--- src/rtl/load_store_buffer.sv ---
// Load/store buffer: 8-entry in-order queue between the LSB reservation station and memory.
// Loads issue when they reach the head; stores wait at the head until the ROB commits them.
module load_store_buffer #(
  parameter int TAG_W = 4
) (
  input  logic             clk,
  input  logic             rst,
  input  logic             rdy,
  input  logic             clear,
  input  logic             RS_valid,
  input  logic [2:0]       RS_op,
  input  logic [31:0]      RS_reg1,
  input  logic [31:0]      RS_reg2,
  input  logic [31:0]      RS_imm,
  input  logic [TAG_W-1:0] RS_reg_des_rob,
  output logic             LSB_is_full,
  output logic             ROB_store_ready_valid,
  output logic [TAG_W-1:0] ROB_store_ready_tag,
  input  logic             ROB_commit_valid,
  input  logic [TAG_W-1:0] ROB_commit_tag,
  output logic             mem_req_valid,
  output logic             mem_is_write,
  output logic [31:0]      mem_addr,
  output logic [31:0]      mem_wdata,
  output logic [1:0]       mem_len,
  input  logic             mem_done,
  input  logic [31:0]      mem_rdata,
  output logic             LSB_cdb_valid,
  output logic [TAG_W-1:0] LSB_cdb_tag,
  output logic [31:0]      LSB_cdb_data,
  output logic             state_dbg,
  output logic [3:0]       count_dbg
);

  localparam logic [2:0] OP_LB  = 3'd0;
  localparam logic [2:0] OP_LH  = 3'd1;
  localparam logic [2:0] OP_LW  = 3'd2;
  localparam logic [2:0] OP_LBU = 3'd3;
  localparam logic [2:0] OP_LHU = 3'd4;
  localparam logic [2:0] OP_SB  = 3'd5;
  localparam logic [2:0] OP_SH  = 3'd6;
  localparam logic [2:0] OP_SW  = 3'd7;

  typedef enum logic {IDLE = 1'b0, BUSY = 1'b1} state_t;

  function automatic logic is_store(input logic [2:0] op);
    return op >= OP_SB;
  endfunction

  function automatic logic [1:0] len_of(input logic [2:0] op);
    len_of = 2'd2;
    case (op)
      OP_LB, OP_LBU, OP_SB: len_of = 2'd0;
      OP_LH, OP_LHU, OP_SH: len_of = 2'd1;
      OP_LW, OP_SW:         len_of = 2'd2;
      default:              len_of = 2'd2;
    endcase
  endfunction

  function automatic logic [31:0] extend(input logic [2:0] op, input logic [31:0] raw);
    case (op)
      OP_LB:   return {{24{raw[7]}}, raw[7:0]};
      OP_LH:   return {{16{raw[15]}}, raw[15:0]};
      OP_LBU:  return {24'd0, raw[7:0]};
      OP_LHU:  return {16'd0, raw[15:0]};
      default: return raw;
    endcase
  endfunction

  function automatic logic [2:0] slot(input logic [2:0] base, input int k);
    return base + k[2:0];
  endfunction

  logic [2:0]       op_q   [8];
  logic [31:0]      addr_q [8];
  logic [31:0]      data_q [8];
  logic [TAG_W-1:0] tag_q  [8];
  logic [7:0]       committed_q;
  logic [2:0]       head_q, tail_q;
  logic [3:0]       count_q;
  state_t           state_q, state_d;

  logic [7:0] entry_valid, committed_eff;
  logic [3:0] prefix;
  logic       run, accept, issue, done, head_is_store, head_committed, can_issue;

  assign accept         = RS_valid && !clear;
  assign head_is_store  = is_store(op_q[head_q]);
  assign head_committed = committed_q[head_q];
  assign can_issue      = (count_q != 4'd0) && (head_is_store ? head_committed : !clear);
  assign LSB_is_full    = count_q >= 4'd7;
  assign state_dbg      = state_q;
  assign count_dbg      = count_q;

  // Commits arriving alongside a flush still count toward the surviving committed prefix.
  always_comb begin
    entry_valid   = '0;
    committed_eff = committed_q;
    prefix        = '0;
    run           = 1'b1;
    for (int k = 0; k < 8; k++)
      if (k[3:0] < count_q) entry_valid[slot(head_q, k)] = 1'b1;
    for (int i = 0; i < 8; i++)
      if (ROB_commit_valid && entry_valid[i] && is_store(op_q[i]) && tag_q[i] == ROB_commit_tag)
        committed_eff[i] = 1'b1;
    for (int k = 0; k < 8; k++) begin
      if (run && k[3:0] < count_q && committed_eff[slot(head_q, k)]) prefix = prefix + 4'd1;
      else run = 1'b0;
    end
  end

  always_comb begin
    state_d       = state_q;
    mem_req_valid = (state_q == BUSY);
    done          = (state_q == BUSY) && mem_done;
    issue         = 1'b0;
    case (state_q)
      IDLE: if (can_issue) begin
        state_d = BUSY;
        issue   = 1'b1;
      end
      BUSY: begin
        if (mem_done) state_d = IDLE;
        else if (clear && !head_is_store) state_d = IDLE;
      end
      default: state_d = IDLE;
    endcase
  end

  always_ff @(posedge clk) begin
    if (rst) begin
      state_q               <= IDLE;
      head_q                <= '0;
      tail_q                <= '0;
      count_q               <= '0;
      committed_q           <= '0;
      ROB_store_ready_valid <= 1'b0;
      ROB_store_ready_tag   <= '0;
      mem_is_write          <= 1'b0;
      mem_addr              <= '0;
      mem_wdata             <= '0;
      mem_len               <= '0;
      LSB_cdb_valid         <= 1'b0;
      LSB_cdb_tag           <= '0;
      LSB_cdb_data          <= '0;
    end else if (rdy) begin
      state_q               <= state_d;
      committed_q           <= committed_eff;
      ROB_store_ready_valid <= accept && is_store(RS_op);
      LSB_cdb_valid         <= 1'b0;
      if (accept && is_store(RS_op)) ROB_store_ready_tag <= RS_reg_des_rob;
      if (issue) begin
        mem_addr     <= addr_q[head_q];
        mem_wdata    <= data_q[head_q];
        mem_is_write <= head_is_store;
        mem_len      <= len_of(op_q[head_q]);
      end
      if (done && !head_is_store && !clear) begin
        LSB_cdb_valid <= 1'b1;
        LSB_cdb_tag   <= tag_q[head_q];
        LSB_cdb_data  <= extend(op_q[head_q], mem_rdata);
      end
      // A flush keeps only the committed prefix; a finishing committed store still pops.
      if (clear) begin
        tail_q <= head_q + prefix[2:0];
        if (done && head_committed) begin
          head_q  <= head_q + 3'd1;
          count_q <= prefix - 4'd1;
        end else begin
          count_q <= prefix;
        end
      end else begin
        if (accept) begin
          op_q[tail_q]        <= RS_op;
          addr_q[tail_q]      <= RS_reg1 + RS_imm;
          data_q[tail_q]      <= RS_reg2;
          tag_q[tail_q]       <= RS_reg_des_rob;
          committed_q[tail_q] <= 1'b0;
        end
        tail_q  <= tail_q + {2'b0, accept};
        head_q  <= head_q + {2'b0, done};
        count_q <= count_q + {3'b0, accept} - {3'b0, done};
      end
    end
  end

endmodule

--- config.mk ---
export PLATFORM = sky130hd
export DESIGN_NAME = load_store_buffer
export DESIGN_NICKNAME = d
export VERILOG_FILES = /design/src/rtl/load_store_buffer.sv
export SDC_FILE = /design/constraint.sdc
export NUM_CORES = 1
export LEC_CHECK = 0
export ABC_CLOCK_PERIOD_IN_PS = 12500
export BUFFER_PORTS_ARGS = -buffer_cell sky130_fd_sc_hd__buf_2
export CORE_MARGIN = 2
export CORE_UTILIZATION = 65
export CTS_BUF_LIST = sky130_fd_sc_hd__clkbuf_4
export CTS_CLUSTER_SIZE = 20
export DETAILED_ROUTE_END_ITERATION = 10
export PLACE_DENSITY = 0.86
export SLEW_MARGIN = 20
export SYNTH_ARGS = -nofsm -noshare
export SYNTH_HDL_FRONTEND = slang
export SYNTH_SLANG_ARGS = --single-unit
--- constraint.sdc ---
create_clock -name clk -period 12.5 [get_ports clk]
set_input_delay 1.875 -clock clk [delete_from_list [all_inputs] [get_ports clk]]
set_output_delay 1.875 -clock clk [all_outputs]
set_load 0.02 [all_outputs]
==> impl_results.md, run 1 <==
- Routed length per instance: about 24 µm
- Inst Count DP: roughly 2800
- Post-synth cell types: slightly above 80
- Hold wc startpoint: LSB_cdb_data[7]
- Clock latency on the worst-skew pair: between 0.9 and 1 ns
- Final TNS setup: 0 ns
- Post-synth EDFFs: 568
- Vias per cell: 6.41
- Critical path depth in cells: 34
- Final nets: 2567
- Status: finished clean
- RR Startpoint: head_q[0]
- Placed cell area: 32000 µm²
- Die X-Extent: 219 µm
- Synth-to-Final Area Change: 13.4%
- Largest net degree at the start of global routing: 69
- Mapped cell area: 30100 µm²
- TritonRoute pass-1 iters: 8
- Final Skew: between 0.06 and 0.07 ns
- # setup viols final: 0
- Fin. max-slew vios: 0
- Pwr Density: 140 nW/µm²
- #FFs+latches synth: around 700
- Post_cts resized: 0
- Max transition margin: 0.279
- R2R Path End: tail_q[2]
- Final wirelength: 74.5 mm
- Die area: 48000 µm²
- Core Region: 45600 µm²
- Startpoint Class: register
- Final worst path period share: 0.774
- TritonCTS clock tree: yes
- Leakage Power: 12.1 nW
- Core Util, Final: 0.749
- Flop-to-flop setup slack: 2.83 ns
- CTS Hold Bufs: 0
- Deepest clock path buffer count: 3
- Critical path class: reg -> reg
- Layout cell share with drive strength beyond 1: 0.297
- Root Driver: clkbuf_4
- Syn Nets: around 2200
- Vias in the first global route: 20100
- WHS Endpoint: LSB_cdb_data[7]
- Vias: 19900
- Post-route antenna net violation count: 0
- Crit path largest cell delay: 0.82 ns
- Most common flop cell mapped by yosys: edfxtp_1
- Clock sink count: 699
- Critical path's top delay family: adder cells
- FILL cells: 2662
- Starting Density: 0.660
- Post-CTS Setup Inserts: 0
- Final Hold Fails: 0
- GPL Wtd Cong: 0.936
- Most used cell, CP: ha_1
- Crit path required time: about 13 ns
- Peak Freq: 103 MHz
- Drt initial violations: roughly 2100
- Max cap viols: 0
- Hold Crit Depth: 2
- CTS clk-pin slew, worst paths: 0.06 ns
- First-pass GRT wire length: 112 mm
- VDD IR-drop max: between 70 and 80 µV
- Grt total ovfl: 0
- # rows: 78
- RSZ-0062 raised after global routing: false
- WP buf/inv: 4
- GRT Overall Usage: 0.315
- Crit. End Element: register
- R2R depth: 34
- CP max stage cell: ha_1
- Synth async-reset ratio: 0
- Sequential share of the synthesized area: 0.654
- Boundary Pins: between 200 and 300
- Crit path max fanout: 35
- DP Wirelength: 45.0 mm
- Hold Crit Class: reg -> reg
- Synth Instances: about 2000
- Initial antenna violation count: 4
- TritonCTS Buffers: 164
- Slew @ Worst Pin: 1.08 ns
- Remaining DRCs: 0
- DIE HEIGHT: about 220 µm
- Critical Path AT: 10.52 ns
- Finished Cell Area: 34100 µm²
- Min Tclk post-route: 9.67 ns
- Htree depth: 4
- Syn. warnings: 0
- IO buf count: 261
- Post-Layout Cell Count: 3099
- Syn Area/Cell: 14.9 µm²
[flip-flops by register name, indices dropped and copies added (netlist names), named ones only]
name	flops
tail_q	3
mem_wdata	32
LSB_cdb_valid	1
data_q	256
tag_q	32
ROB_store_ready_valid	1
mem_is_write	1
count_dbg	4
mem_addr	32
addr_q	256
ROB_store_ready_tag	4
head_q	3
op_q	24
mem_req_valid	1
LSB_cdb_data	32
LSB_cdb_tag	4
committed_q	8
mem_len	2
[kinds of logic after synthesis]
logic type,count (synthesis),synth area share
flops,699,0.654
simple gates,499,0.0727
compound gates,349,0.0836
mux,174,0.121
buf+inv,164,0.0211
xor+xnor,72,0.0210
fa+ha+maj,63,0.0267
[final cells by class]
cell class / instances / area, µm² / area share
flip-flops and latches: 699 / 19700 / 0.577
multi-input cells: 1157 / 9840 / 0.288
clock buffers: 248 / 1860 / 0.0546
repair buffers: 291 / 1550 / 0.0455
well taps: 600 / 751 / 0.0220
clock inverters: 53 / 240 / 0.00704
inverters: 48 / 181 / 0.00532
diodes: 3 / 7.51 / 0.000220
[worst max-delay path by stage]
stage / end / start / slack, ns
after floorplan: tail_q[2] / ROB_commit_tag[0] / 4.22
after global placement: tail_q[2] / head_q[0] / 3.24
after detailed placement: tail_q[2] / head_q[0] / 2.99
after CTS: tail_q[2] / head_q[0] / 2.94
after global routing: tail_q[2] / head_q[0] / 2.21
final: tail_q[2] / head_q[0] / 2.83
[power by group]
part | switching [mW] | leakage, nW | internal, mW
registers | 0.0248 | 6.17 | 2.58
logic | 0.241 | 4.62 | 0.130
clock network | 0.870 | 1.27 | 0.930
[stage by stage]
| step | hold slack (ns) | power [mW] | worst slack (ns) |
|---|---|---|---|
| 2_1_floorplan | 0.470 | 2.89 | 4.22 |
| 3_5_place_dp | 0.443 | 3.02 | 2.99 |
| 4_1_cts | 0.451 | 4.80 | 2.94 |
| 6_report | 0.450 | 4.78 | 2.83 |
| 5_1_grt | 0.465 | 4.94 | 2.21 |
| 3_3_place_gp | 0.440 | 3.00 | 3.24 |
[tightest hold or removal path: cells and delay by family, from the launching register on]
| family | cells | cell delay, ns |
|---|---|---|
| compound gates | 1 | 0.05 |
| flops | 1 | 0.31 |
| simple gates | 1 | 0.05 |
[cell usage in the layout, fill, tap and decap left out, types with 5 or more instances in the layout]
cell	count
or2_2	5
o211ai_1	13
xor2_1	16
nor2b_1	17
nand2_1	226
nand2b_1	7
xnor2_1	56
nor3_2	5
buf_2	260
a31oi_1	12
clkinv_2	6
o21ai_0	52
mux2i_1	19
a21oi_1	70
nor3_1	14
inv_2	7
or3_1	14
o31ai_1	9
o2111ai_1	15
nor2_1	140
mux4_2	151
o22ai_1	5
ha_1	57
nand3_1	23
a2111oi_0	8
a211oi_1	22
and2_1	7
inv_1	44
edfxtp_1	568
clkinv_1	41
o21a_1	6
nand4_1	11
clkbuf_4	248
a311oi_1	70
and3_1	6
a21o_1	13
buf_4	30
dfxtp_1	128
[cell usage after synthesis (5+ instances only)]
library cell / instances / area (µm²)
edfxtp_1: 568 / 17100
nand2_1: 226 / 848
mux4_2: 151 / 3400
nor2_1: 144 / 541
dfxtp_1: 131 / 2620
clkbuf_1: 90 / 338
a21oi_1: 70 / 350
a311oi_1: 70 / 613
ha_1: 57 / 713
xnor2_1: 56 / 490
o21ai_0: 52 / 260
inv_1: 45 / 169
nand3_1: 23 / 115
a211oi_1: 22 / 165
buf_1: 19 / 71.3
mux2i_1: 19 / 190
nor3_1: 19 / 95.1
nor2b_1: 17 / 106
xor2_1: 16 / 140
o2111ai_1: 15 / 131
or3_1: 14 / 87.6
a21o_1: 13 / 97.6
o211ai_1: 13 / 97.6
a31oi_1: 12 / 75.1
nand4_1: 11 / 68.8
o31ai_1: 9 / 67.6
a2111oi_0: 8 / 70.1
and2_1: 7 / 43.8
nand2b_1: 7 / 43.8
and3_1: 6 / 37.5
o21a_1: 6 / 45.0
o22ai_1: 5 / 31.3
or2_2: 5 / 31.3
[layer usage]
metal | global-route usage | wire length, µm
met1 | 0.412 | 27900
met2 | 0.523 | 37400
met3 | 0.0561 | 6810
met4 | 0.141 | 2360
met5 | 0 | 0
Power figures use the tool's default switching activity.
==> inputs of run 2 (changes only) <==
--- a/config.mk
+++ b/config.mk
@@ -5,14 +5,14 @@
 export SDC_FILE = /design/constraint.sdc
 export NUM_CORES = 1
 export LEC_CHECK = 0
-export ABC_CLOCK_PERIOD_IN_PS = 12500
+export ABC_CLOCK_PERIOD_IN_PS = 9650
 export BUFFER_PORTS_ARGS = -buffer_cell sky130_fd_sc_hd__buf_2
 export CORE_MARGIN = 2
-export CORE_UTILIZATION = 65
+export CORE_UTILIZATION = 62
 export CTS_BUF_LIST = sky130_fd_sc_hd__clkbuf_4
 export CTS_CLUSTER_SIZE = 20
 export DETAILED_ROUTE_END_ITERATION = 10
-export PLACE_DENSITY = 0.86
+export PLACE_DENSITY = 0.82
 export SLEW_MARGIN = 20
 export SYNTH_ARGS = -nofsm -noshare
 export SYNTH_HDL_FRONTEND = slang
==> constraint.sdc (replaced) <==
create_clock -name clk -period 9.65 [get_ports clk]
set_input_delay 1.4475 -clock clk [delete_from_list [all_inputs] [get_ports clk]]
set_output_delay 1.4475 -clock clk [all_outputs]
set_load 0.02 [all_outputs]
==> run 2 against run 1 <==
Against the previous run:
- core utilization down 3.1 points
- die area increased by 4.8%
- global-route usage shrank 1.3 points
- final area increased by 0.65%
- sequential share of layout area down 0.37 points
- total power is 32% higher
- routed wire length down 0.47%
- critical endpoint unchanged
- largest cell class unchanged
- highest routed layer is now met5
==> impl_results.md, run 2 (same netlist as run 1, synthesis figures left out) <==
- Vias in the first global route: 20000 (-0.12%)
- Crit. End Element: register
- Root Driver: clkbuf_4
- Slew @ Worst Pin: 1.04 ns (-0.0384 ns)
- Critical path class: reg -> reg
- Sw Ratio: 0.236 (-0.00179)
- Clock latency on the worst-skew pair: 1.00 ns (+0.07 ns)
- Final Hold Fails: 0 (unchanged)
- Final nets: 2577 (+0.39%)
- GPL Wtd Cong: 0.935 (about the same)
- Final Skew: 0.0486 ns (-0.0119 ns)
- Clock sink count: 699 (unchanged)
- Boundary Pins: 262 (unchanged)
- Sequential Power Share: 0.535 (-0.011)
- # rows: 80 (+2.6%)
- Core Region: 47800 µm² (+5.0%)
- DP Worst Slack: 1.13 ns (-1.86 ns)
- Post_cts resized: 0 (unchanged)
- Biggest regs: addr_q (256), data_q (256)
- GRT Overall Usage: 0.302 (-0.0134)
- Crit path largest cell delay: 0.56 ns (-0.26 ns)
- Finished Cell Area: 34300 µm² (+0.65%)
- Vias per cell: 6.32 (-1.3%)
- IO buf count: 261 (unchanged)
- Die area: 50300 µm² (+4.8%)
- Final worst path period share: 0.857 (+0.0831)
- Remaining DRCs: 0 (unchanged)
- Synth-to-Final Area Change: 14.1%
- CTS clk-pin slew, worst paths: 0.07 ns (about the same)
- Hold Crit Class: reg -> reg
- Layout cell share with drive strength beyond 1: 0.302 (+0.00511)
- Crit path required time: 10.58 ns (-2.77 ns)
- # setup viols final: 0 (unchanged)
- Min Tclk post-route: 8.27 ns (-1.40 ns)
- TritonRoute pass-1 iters: 8 (unchanged)
- Most frequent cells in the layout: 568 x edfxtp_1, 260 x buf_2, 250 x clkbuf_4
- Max transition margin: 0.305 (+0.0256)
- Vias: 19800 (-0.22%)
- Deepest clock path buffer count: 3 (unchanged)
- Starting Density: 0.629 (-0.0313)
- First-pass GRT wire length: 114 mm (+1.9%)
- Critical Path AT: 9.20 ns (-1.32 ns)
- Leakage Power: 12.1 nW (+0.72%)
- Grt total ovfl: 0 (unchanged)
- DIE HEIGHT: 224 µm (+2.3%)
- Net switching power: 1.49 mW (+31%)
- Peak Freq: 121 MHz (+17%)
- Post-route antenna net violation count: 0 (unchanged)
- VDD IR-drop max: 103 µV (+38%)
- Comb pwr share: 0.078 (about the same)
- R2R depth: 36 (+5.9%)
- Clock Power Share: 0.387 (+0.010)
- Status: finished clean
- TritonCTS clock tree: yes
- Post-CTS Setup Inserts: 0 (unchanged)
- Largest net degree at the start of global routing: 152 (+120%)
- Die X-Extent: 224 µm (+2.3%)
- Most used cell, CP: ha_1
- Design Power: 6.30 mW (+32%)
- P_int: 4.81 mW (+32%)
- Final wirelength: 74.2 mm (-0.47%)
- Commonest non-fill, non-tap cell in the layout: edfxtp_1
- Fin worst setup slack: 1.38 ns (-1.45 ns)
- Drt initial violations: 1963 (-7.7%)
- Htree depth: 4 (unchanged)
- CP max stage cell: ha_1
- Placed cell area: 32100 µm² (+0.39%)
- Routed length per instance: 23.7 µm (-1.5%)
- Pwr Density: 183 nW/µm² (+31%)
- RSZ-0062 raised after global routing: false
- TritonCTS Buffers: 164 (unchanged)
- Initial antenna violation count: 7 (+3)
- Hold Crit Depth: 2 (unchanged)
- Fin. max-slew vios: 0 (unchanged)
- Max cap viols: 0 (unchanged)
- Final TNS setup: 0 ns (unchanged)
- DP Wirelength: 43.7 mm (-2.8%)
- Core Util, Final: 0.718 (-0.0309)
- CTS Hold Bufs: 0 (unchanged)
- Startpoint Class: register
- Crit path max fanout: 14 (-60%)
[run 2: cell count changes in the layout (fill, tap and decap cells not counted)]
| cell | before | now |
|---|---|---|
| buf_4 | 30 | 39 |
| bufinv_16 | 1 | 4 |
| clkinv_2 | 6 | 5 |
| clkinv_1 | 41 | 38 |
| clkinvlp_4 | 1 | 4 |
| buf_16 | 1 | 0 |
| buf_12 | 0 | 2 |
| diode_2 | 3 | 7 |
| clkbuf_4 | 248 | 250 |
[run 2: power by group through the flow]
stage | combinational (mW) | clock [mW] | sequential [mW]
floorplan | 0.287 | 0 | 3.45
global placement | 0.464 | 0 | 3.43
detailed placement | 0.482 | 0 | 3.43
CTS | 0.486 | 2.49 | 3.37
global route | 0.535 | 2.64 | 3.37
finish | 0.490 | 2.44 | 3.37
[run 2: per-stage QoR]
| step | std cells | hold WS [ns] |
|---|---|---|
| floorplan | 2020 | 0.470 |
| finish | 3132 | 0.460 |
| CTS | 3125 | 0.458 |
| global placement | 2820 | 0.439 |
| global route | 3132 | 0.468 |
| detailed placement | 2820 | 0.450 |
[run 2: critical path: cells and delay by family, from the launching register on]
family	cells	cell delay (ns)
flops	1	0.44
xor+xnor	2	0.32
compound gates	10	2.16
mux	2	0.54
buf+inv	4	0.49
simple gates	11	1.85
fa+ha+maj	7	2.43
[run 2: metal layers]
layer  track usage  share of wire
met4         0.122          0.029
met2         0.488           0.49
met1         0.404           0.39
met3        0.0670          0.090
met5             0        0.00018
[run 2: path summary, 6_finish.rpt]
path | from | end | slack, ns
max | head_q[0] | tail_q[2] | 1.38
min | LSB_cdb_data[2] | LSB_cdb_data[2] | 0.46
max reg2reg | head_q[0] | tail_q[2] | 1.38
min reg2reg | LSB_cdb_data[2] | LSB_cdb_data[2] | 0.46
[run 2: final cells by class]
cell class | instances | area [µm²]
flip-flops and latches | 699 | 19700
fillers | 3025 | 13500
multi-input cells | 1157 | 9840
clock buffers | 250 | 1880
repair buffers | 301 | 1630
well taps | 615 | 769
clock inverters | 55 | 337
inverters | 48 | 181
diodes | 7 | 17.5
